===== src/rtl/scan_link_pkg.sv =====
// scan_link_pkg
//   Shared definitions for the scan link controller: FSM state encoding
//   (also driven out on state_o), transfer sub-steps, command codes and
//   the parity-bit count selected by the SCAN_LINK_PARITY_EN build macro.
package scan_link_pkg;

  typedef enum logic [1:0] {
    ST_IDLE     = 2'd0,
    ST_ACTIVE   = 2'd1,
    ST_STANDBY  = 2'd2,
    ST_TRANSFER = 2'd3
  } state_t;

  typedef enum logic [1:0] {
    XS_START = 2'd0,
    XS_CMD   = 2'd1,
    XS_DATA  = 2'd2
  } xstep_t;

  localparam int CMD_READY = 2;
  localparam int CMD_START = 3;
  localparam int CMD_FULL  = 4;
  localparam int CMD_DATA  = 7;

`ifdef SCAN_LINK_PARITY_EN
  localparam int PAR_BITS = 1;
`else
  localparam int PAR_BITS = 0;
`endif

endpackage


===== src/rtl/scan_link_ser_tx.sv =====
// scan_link_ser_tx
//   LSB-first frame serialiser, two clk cycles per bit (ser_clk low then
//   high, data stable across both). A load while the last bit is still
//   being held chains the next frame with no idle gap.
//   Build macro SCAN_LINK_PARITY_EN appends one even-parity bit per frame.
// Ports:
//   clk, rst      clock, synchronous active-high reset (abandons a frame)
//   i_load        capture i_word and start a frame next cycle
//   i_sel_data    width select: 0 = CMD_W bits, 1 = DATA_W bits
//   i_word        frame payload, zero-extended above the selected width
//   o_busy        high from first bit cycle through last
//   o_last        high on the final cycle of the final bit
//   o_ser_clk     serial clock
//   o_ser_data    serial data
module scan_link_ser_tx
  import scan_link_pkg::*;
#(
  parameter int CMD_W  = 8,
  parameter int DATA_W = 8,
  parameter int WORD_W = 8
) (
  input  logic              clk,
  input  logic              rst,
  input  logic              i_load,
  input  logic              i_sel_data,
  input  logic [WORD_W-1:0] i_word,
  output logic              o_busy,
  output logic              o_last,
  output logic              o_ser_clk,
  output logic              o_ser_data
);

  localparam int SW = WORD_W + PAR_BITS;
  localparam int CW = $clog2(SW + 1);
  localparam logic [CW-1:0] CMD_LEN  = CW'(CMD_W + PAR_BITS);
  localparam logic [CW-1:0] DATA_LEN = CW'(DATA_W + PAR_BITS);

  logic [SW-1:0] r_shift;
  logic [CW-1:0] r_cnt;
  logic          r_phase;
  logic          r_busy;
  logic [SW-1:0] w_frame;

  // Parity lands just above the selected payload width so it shifts out last.
  always_comb begin
    w_frame = SW'(i_word);
`ifdef SCAN_LINK_PARITY_EN
    if (i_sel_data) w_frame[DATA_W] = ^i_word;
    else            w_frame[CMD_W]  = ^i_word;
`endif
  end

  always_ff @(posedge clk) begin
    if (rst) begin
      r_shift <= '0;
      r_cnt   <= '0;
      r_phase <= 1'b0;
      r_busy  <= 1'b0;
    end else if (i_load) begin
      r_shift <= w_frame;
      r_cnt   <= i_sel_data ? DATA_LEN : CMD_LEN;
      r_phase <= 1'b0;
      r_busy  <= 1'b1;
    end else if (r_busy) begin
      if (!r_phase) begin
        r_phase <= 1'b1;
      end else begin
        r_phase <= 1'b0;
        r_shift <= r_shift >> 1;
        r_cnt   <= r_cnt - CW'(1);
        if (r_cnt == CW'(1)) r_busy <= 1'b0;
      end
    end
  end

  assign o_busy     = r_busy;
  assign o_last     = r_busy & r_phase & (r_cnt == CW'(1));
  assign o_ser_clk  = r_busy & r_phase;
  assign o_ser_data = r_busy & r_shift[0];

endmodule


===== src/rtl/scan_link_ctrl.sv =====
// scan_link_ctrl
//   Fill-level driven scan link controller. A start request begins filling
//   at one unit per DIV clk cycles; crossing THR_READY, THR_START and DEPTH
//   each sends one command frame. When full, fill is sent to the peer as a
//   CMD_DATA frame followed by a data frame, then the controller idles.
//   Build macro SCAN_LINK_PARITY_EN (see scan_link_ser_tx) adds frame parity.
// Ports:
//   clk, rst       clock, synchronous active-high reset
//   start_i        peer start request (honoured in IDLE only)
//   peer_ready_i   peer can accept a transfer
//   peer_half_i    peer buffer at 50%
//   ser_clk_o      serial clock
//   ser_data_o     serial data
//   ser_busy_o     frame in flight
//   state_o        IDLE=0 ACTIVE=1 STANDBY=2 TRANSFER=3
//   fill_o         current fill level
//
// state    | meaning
// IDLE     | waiting for start_i, fill held at 0
// ACTIVE   | filling; threshold commands sent as levels are reached
// STANDBY  | full, waiting for peer_ready_i or peer_half_i
// TRANSFER | sending CMD_DATA + fill, or dropping it on an early peer_half_i
module scan_link_ctrl
  import scan_link_pkg::*;
#(
  parameter int DEPTH     = 10,
  parameter int THR_READY = 7,
  parameter int THR_START = 8,
  parameter int DIV       = 8,
  parameter int CMD_W     = 8,
  parameter int DATA_W    = 8
) (
  input  logic                         clk,
  input  logic                         rst,
  input  logic                         start_i,
  input  logic                         peer_ready_i,
  input  logic                         peer_half_i,
  output logic                         ser_clk_o,
  output logic                         ser_data_o,
  output logic                         ser_busy_o,
  output logic [1:0]                   state_o,
  output logic [$clog2(DEPTH+1)-1:0]   fill_o
);

  localparam int FW     = $clog2(DEPTH + 1);
  localparam int DVW    = (DIV > 1) ? $clog2(DIV) : 1;
  localparam int WORD_W = (CMD_W > DATA_W) ? CMD_W : DATA_W;

  state_t           r_state, w_state_nxt;
  xstep_t           r_xstep, w_xstep_nxt;
  logic [FW-1:0]    r_fill, w_fill_nxt, w_fill_inc;
  logic [DVW-1:0]   r_div, w_div_nxt;
  logic             r_pend, w_pend_nxt;
  logic [CMD_W-1:0] r_pend_cmd, w_pend_cmd_nxt;

  logic              w_load;
  logic              w_sel_data;
  logic [WORD_W-1:0] w_word;
  logic              w_busy;
  logic              w_last;

  assign w_fill_inc = r_fill + FW'(1);

  always_ff @(posedge clk) begin
    if (rst) begin
      r_state    <= ST_IDLE;
      r_xstep    <= XS_START;
      r_fill     <= '0;
      r_div      <= '0;
      r_pend     <= 1'b0;
      r_pend_cmd <= '0;
    end else begin
      r_state    <= w_state_nxt;
      r_xstep    <= w_xstep_nxt;
      r_fill     <= w_fill_nxt;
      r_div      <= w_div_nxt;
      r_pend     <= w_pend_nxt;
      r_pend_cmd <= w_pend_cmd_nxt;
    end
  end

  always_comb begin
    w_state_nxt    = r_state;
    w_xstep_nxt    = r_xstep;
    w_fill_nxt     = r_fill;
    w_div_nxt      = r_div;
    w_pend_nxt     = r_pend;
    w_pend_cmd_nxt = r_pend_cmd;
    w_load         = 1'b0;
    w_sel_data     = 1'b0;
    w_word         = '0;
    case (r_state)
      ST_IDLE: begin
        w_fill_nxt = '0;
        w_div_nxt  = '0;
        w_pend_nxt = 1'b0;
        if (start_i) w_state_nxt = ST_ACTIVE;
      end
      ST_ACTIVE: begin
        // A queued command or a frame in flight freezes both fill and divider.
        if (r_pend) begin
          w_load     = 1'b1;
          w_word     = WORD_W'(r_pend_cmd);
          w_pend_nxt = 1'b0;
        end else if (!w_busy) begin
          if (r_fill == FW'(DEPTH)) begin
            w_xstep_nxt = XS_START;
            w_state_nxt = peer_ready_i ? ST_TRANSFER : ST_STANDBY;
          end else if (r_div == DVW'(DIV - 1)) begin
            w_div_nxt  = '0;
            w_fill_nxt = w_fill_inc;
            // Fill only ever rises by one, so each level is queued exactly once.
            if (w_fill_inc == FW'(THR_READY)) begin
              w_pend_nxt     = 1'b1;
              w_pend_cmd_nxt = CMD_W'(CMD_READY);
            end else if (w_fill_inc == FW'(THR_START)) begin
              w_pend_nxt     = 1'b1;
              w_pend_cmd_nxt = CMD_W'(CMD_START);
            end else if (w_fill_inc == FW'(DEPTH)) begin
              w_pend_nxt     = 1'b1;
              w_pend_cmd_nxt = CMD_W'(CMD_FULL);
            end
          end else begin
            w_div_nxt = r_div + DVW'(1);
          end
        end
      end
      ST_STANDBY: begin
        if (peer_ready_i || peer_half_i) begin
          w_xstep_nxt = XS_START;
          w_state_nxt = ST_TRANSFER;
        end
      end
      ST_TRANSFER: begin
        case (r_xstep)
          XS_START: begin
            if (peer_half_i) begin
              w_fill_nxt  = '0;
              w_div_nxt   = '0;
              w_state_nxt = ST_IDLE;
            end else begin
              w_load      = 1'b1;
              w_word      = WORD_W'(CMD_W'(CMD_DATA));
              w_xstep_nxt = XS_CMD;
            end
          end
          XS_CMD: begin
            // Chain the data frame onto the last bit; peer_half_i no longer matters.
            if (w_last) begin
              w_load      = 1'b1;
              w_sel_data  = 1'b1;
              w_word      = WORD_W'(r_fill);
              w_xstep_nxt = XS_DATA;
            end
          end
          default: begin
            if (w_last) begin
              w_fill_nxt  = '0;
              w_div_nxt   = '0;
              w_xstep_nxt = XS_START;
              w_state_nxt = ST_IDLE;
            end
          end
        endcase
      end
      default: w_state_nxt = ST_IDLE;
    endcase
  end

  scan_link_ser_tx #(
    .CMD_W  (CMD_W),
    .DATA_W (DATA_W),
    .WORD_W (WORD_W)
  ) u_ser_tx (
    .clk        (clk),
    .rst        (rst),
    .i_load     (w_load),
    .i_sel_data (w_sel_data),
    .i_word     (w_word),
    .o_busy     (w_busy),
    .o_last     (w_last),
    .o_ser_clk  (ser_clk_o),
    .o_ser_data (ser_data_o)
  );

  assign ser_busy_o = w_busy;
  assign state_o    = r_state;
  assign fill_o     = r_fill;

endmodule


===== config.mk =====
export PLATFORM = sky130hd
export DESIGN_NAME = scan_link_ctrl
export DESIGN_NICKNAME = d
export VERILOG_FILES = /design/src/rtl/scan_link_pkg.sv /design/src/rtl/scan_link_ser_tx.sv /design/src/rtl/scan_link_ctrl.sv
export SDC_FILE = /design/constraint.sdc
export NUM_CORES = 1
export LEC_CHECK = 0
export ABC_AREA = 1
export CAP_MARGIN = 20
export CELL_PAD_IN_SITES_DETAIL_PLACEMENT = 0
export CELL_PAD_IN_SITES_GLOBAL_PLACEMENT = 1
export CORE_ASPECT_RATIO = 0.8
export CORE_MARGIN = 2
export CORE_UTILIZATION = 46
export CTS_BUF_LIST = sky130_fd_sc_hd__clkbuf_4 sky130_fd_sc_hd__clkbuf_8
export DETAILED_ROUTE_END_ITERATION = 8
export GPL_TIMING_DRIVEN = 0
export PLACE_DENSITY_LB_ADDON = 0.2
export SYNTH_ARGS = -nofsm -noshare
export SYNTH_HDL_FRONTEND = slang
export SYNTH_HIERARCHICAL = 1
export SYNTH_SLANG_ARGS = --single-unit
export TNS_END_PERCENT = 30

===== constraint.sdc =====
create_clock -name clk -period 4.3 [get_ports clk]
set_input_delay 1.29 -clock clk [delete_from_list [all_inputs] [get_ports clk]]
set_output_delay 1.29 -clock clk [all_outputs]
set_load 0.05 [all_outputs]

==> run_results.csv <==
group,metric,value,unit
yosys,synth_edf_count,0,
status,outcome,"finished, final reports clean",
floorplanning,coreArea,3542,um2
cells_and_area,antenna_cells,0,
clock_network,clock_latency,0.28,ns
routing,drc_errors,0,
clock_network,cts.repair.resized,0,
pwr,p_int,569.0,uW
grt,grt_overflow_total,0,
clock_network,root_buffer,"clkbuf_8",
floorplanning,die_area,4309,um2
yosys,yosysTopAreaCell,"dfxtp_1",
yosys,avgSynthCellArea,6.770,um2
worst_setup_path,crit_fanout,8,
yosys,synth_cell_types,31,
placed_design,hpwl,2831,um
pwr,p_switching,385.6,uW
yosys,async_reset_ff_frac,0,
timing,fin_worst_skew,0.003830,ns
cells_and_area,finalCoreUtilization,0.5765,
grt,antenna_found_initial,0,
cells_and_area,fill_cells,348,
yosys,postSynthCellCount,258,
routing,drtIter0Drc,89,
pwr,ir_drop,0.3982,mV
worst_setup_path,cp-end-kind,"output pin",
worst_hold_path,hp-class,"reg -> reg",
timing,setup-tns-final,0,ns
timing,slew_headroom,0.6401,
floorplanning,core.rowCount,19,
yosys,synth_seq_area_share,0.3324,
grt,grt_max_degree,11,
cells_and_area,drive_above_1_share,0.09574,
clock_network,cts_tree,"built",
yosys,yosys_warnings,6,
timing,finalCriticalPeriod,3.240,ns
pwr,seq_power_share,0.346,
yosys,yosysMostFrequentCell,"nand2_1",
routing,drtPass1Iterations,4,
floorplanning,die_x,72.90,um
grt,grtUsageTotal,0.1996,
yosys,synth_area,1747,um2
pwr,swShare,0.4039,
pwr,power.leakage,0.8537,nW
floorplanning,pin_count,14,
clock_network,cts_setup_buffers,0,
cells_and_area,area_growth,16.91,%
routing,antenna_left,0,
clock_network,clkTransAtPathRegs,0.06,ns
placed_design,place.gp.congestion,0.7810,
timing,finalHoldViolations,0,
timing,clock.fmax,0.3087,GHz
floorplanning,start_util,0.4931,
grt,grt_pass1_wl,6610,um
clock_network,cts_num_sinks,29,
yosys,yosys.area.top_type_share,0.3324,
floorplanning,die_h,59.12,um
routing,wl_per_cell,11.60,um
placed_design,io_buffers,13,
cells_and_area,fin_nets,299,
timing,slew_violations,0,
worst_setup_path,arrival,1.95,ns
timing,grt_setup_unrepaired,"no",
worst_setup_path,required,3.01,ns
pwr,power.share.clock,0.262,
yosys,ys_ff_latch,29,
yosys,synth_flop_cell,"dfxtp_1",
routing,num_vias,1603,
pwr,power.density,467.5,nW/um2
clock_network,hold_buffers,0,
routing,wl,3757,um
timing,tightest_slew,0.5399,ns
clock_network,numCtsBuffers,5,
routing,viasPerCell,4.948,
worst_setup_path,critPathLaunchType,"register",
clock_network,htree_levels,2,
run,maxCapViolations,0,
pwr,combPwrFrac,0.393,
worst_setup_path,path_class,"reg -> out",
timing,setup_viol,0,
timing,post-route-period-util,0.7534,
timing,hold_ws,0.4612,ns
grt,grt_pass1_vias,1430,
clock_network,cts_buffer_depth,2,
yosys,synthTopCellsByCount,"nand2_1, a21oi_1, nor2_1",
yosys,netlist_top_cells_area,"dfxtp_1, nand2_1, a21oi_1, ha_1, nor2_1",
[path summary, 6_finish.rpt]
kind	startpoint	end	slack [ns]	cells after the start
worst max-delay path	u_ser_tx/o_busy	ser_clk_o	1.06	3
worst min-delay path	u_ser_tx/r_shift[7]	u_ser_tx/r_shift[7]	0.46	2
worst max register to register	u_ser_tx/r_cnt[1]	u_ser_tx/r_cnt[1]	2.35	12
worst min register to register	u_ser_tx/r_shift[7]	u_ser_tx/r_shift[7]	0.46	2
[registers in the layout, summed over array words and instances (netlist names)]
name and cells:
u_ser_tx/r_shift 8, fill_o 4, u_ser_tx/r_cnt 4, r_div 3
r_pend_cmd 3, r_xstep 2, state_o 2, r_pend 1
u_ser_tx/o_busy 1, u_ser_tx/r_phase 1
[final cells by class]
class,count,area [um2],share of cell area
plain buffers,5,31.28,0.01532
clock buffers,7,96.34,0.04718
clock inverters,1,5.005,0.002451
inverters,29,108.9,0.05331
multi-input cells,198,1037,0.5080
flip-flops and latches,29,580.6,0.2843
well taps,42,52.55,0.02574
repair buffers,13,130.1,0.06373
[worst max-delay path, cell delays in order, from the launching register on]
cell and delay (ns):
dfxtp_1 0.51, nand2_2 0.10, inv_1 0.20, clkdlybuf4s50_1 0.85
[kinds of logic (layout without fill, tap and decap cells)]
kind of cell	after synthesis	in the layout	share of synthesized area
compound gates	49	49	0.1469
xor+xnor	1	1	0.005015
fa+ha+maj	13	13	0.09313
buf+inv	34	55	0.08023
flops	29	29	0.3324
other cells	1	4	0.002147
simple gates	131	131	0.3403
[layer usage]
metal | routed length, um | global-route usage
met4 | 62 | 0.07937
met1 | 2101 | 0.3019
met2 | 1444 | 0.2688
met5 | 0 | 0
met3 | 148 | 0.04762
[placed cells by master, fill, tap and decap left out]
master,Yosys,final
o21a_1,1,1
nand3_2,2,2
clkdlybuf4s50_1,0,13
xnor2_1,1,1
clkinv_2,0,1
nor2_1,35,35
nand2_2,3,3
o21ai_0,8,8
or2_1,1,1
or2_4,1,1
ha_1,13,13
conb_1,1,4
nor2_4,2,2
nor3_1,2,2
clkbuf_8,0,7
inv_2,2,2
nand2_1,62,62
o211ai_1,2,2
nand3_1,12,12
o21ai_1,2,2
buf_6,1,1
nand3b_1,1,1
clkbuf_1,2,2
a21oi_1,35,35
buf_4,1,1
inv_1,27,27
buf_2,1,1
nor2_2,3,3
and3_2,1,1
a21oi_2,1,1
nor4_1,1,1
dfxtp_1,29,29
nand4_1,4,4
nor3b_4,1,1
[through the flow]
| step | cell area, um2 | power [mW] | setup WS [ns] | cells |
|---|---|---|---|---|
| 3_5_place_dp | 1941 | 0.7118 | 1.363 | 316 |
| 4_1_cts | 2042 | 0.9639 | 1.043 | 324 |
| 5_1_grt | 2042 | 1.033 | 0.9116 | 324 |
| 2_1_floorplan | 1758 | 0.6205 | 1.732 | 261 |
| 6_report | 2042 | 0.9546 | 1.060 | 324 |
| 3_3_place_gp | 1941 | 0.7100 | 1.366 | 316 |
[power groups by stage]
| stage | sequential (mW) | clock (mW) | combinational, mW |
|---|---|---|---|
| 2_1_floorplan | 0.371 | 0 | 0.249 |
| 3_3_place_gp | 0.336 | 0 | 0.374 |
| 3_5_place_dp | 0.337 | 0 | 0.374 |
| 4_1_cts | 0.331 | 0.257 | 0.376 |
| 5_1_grt | 0.336 | 0.265 | 0.432 |
| 6_report | 0.330 | 0.250 | 0.375 |
Note: power is estimated with default switching activity, not from simulation.
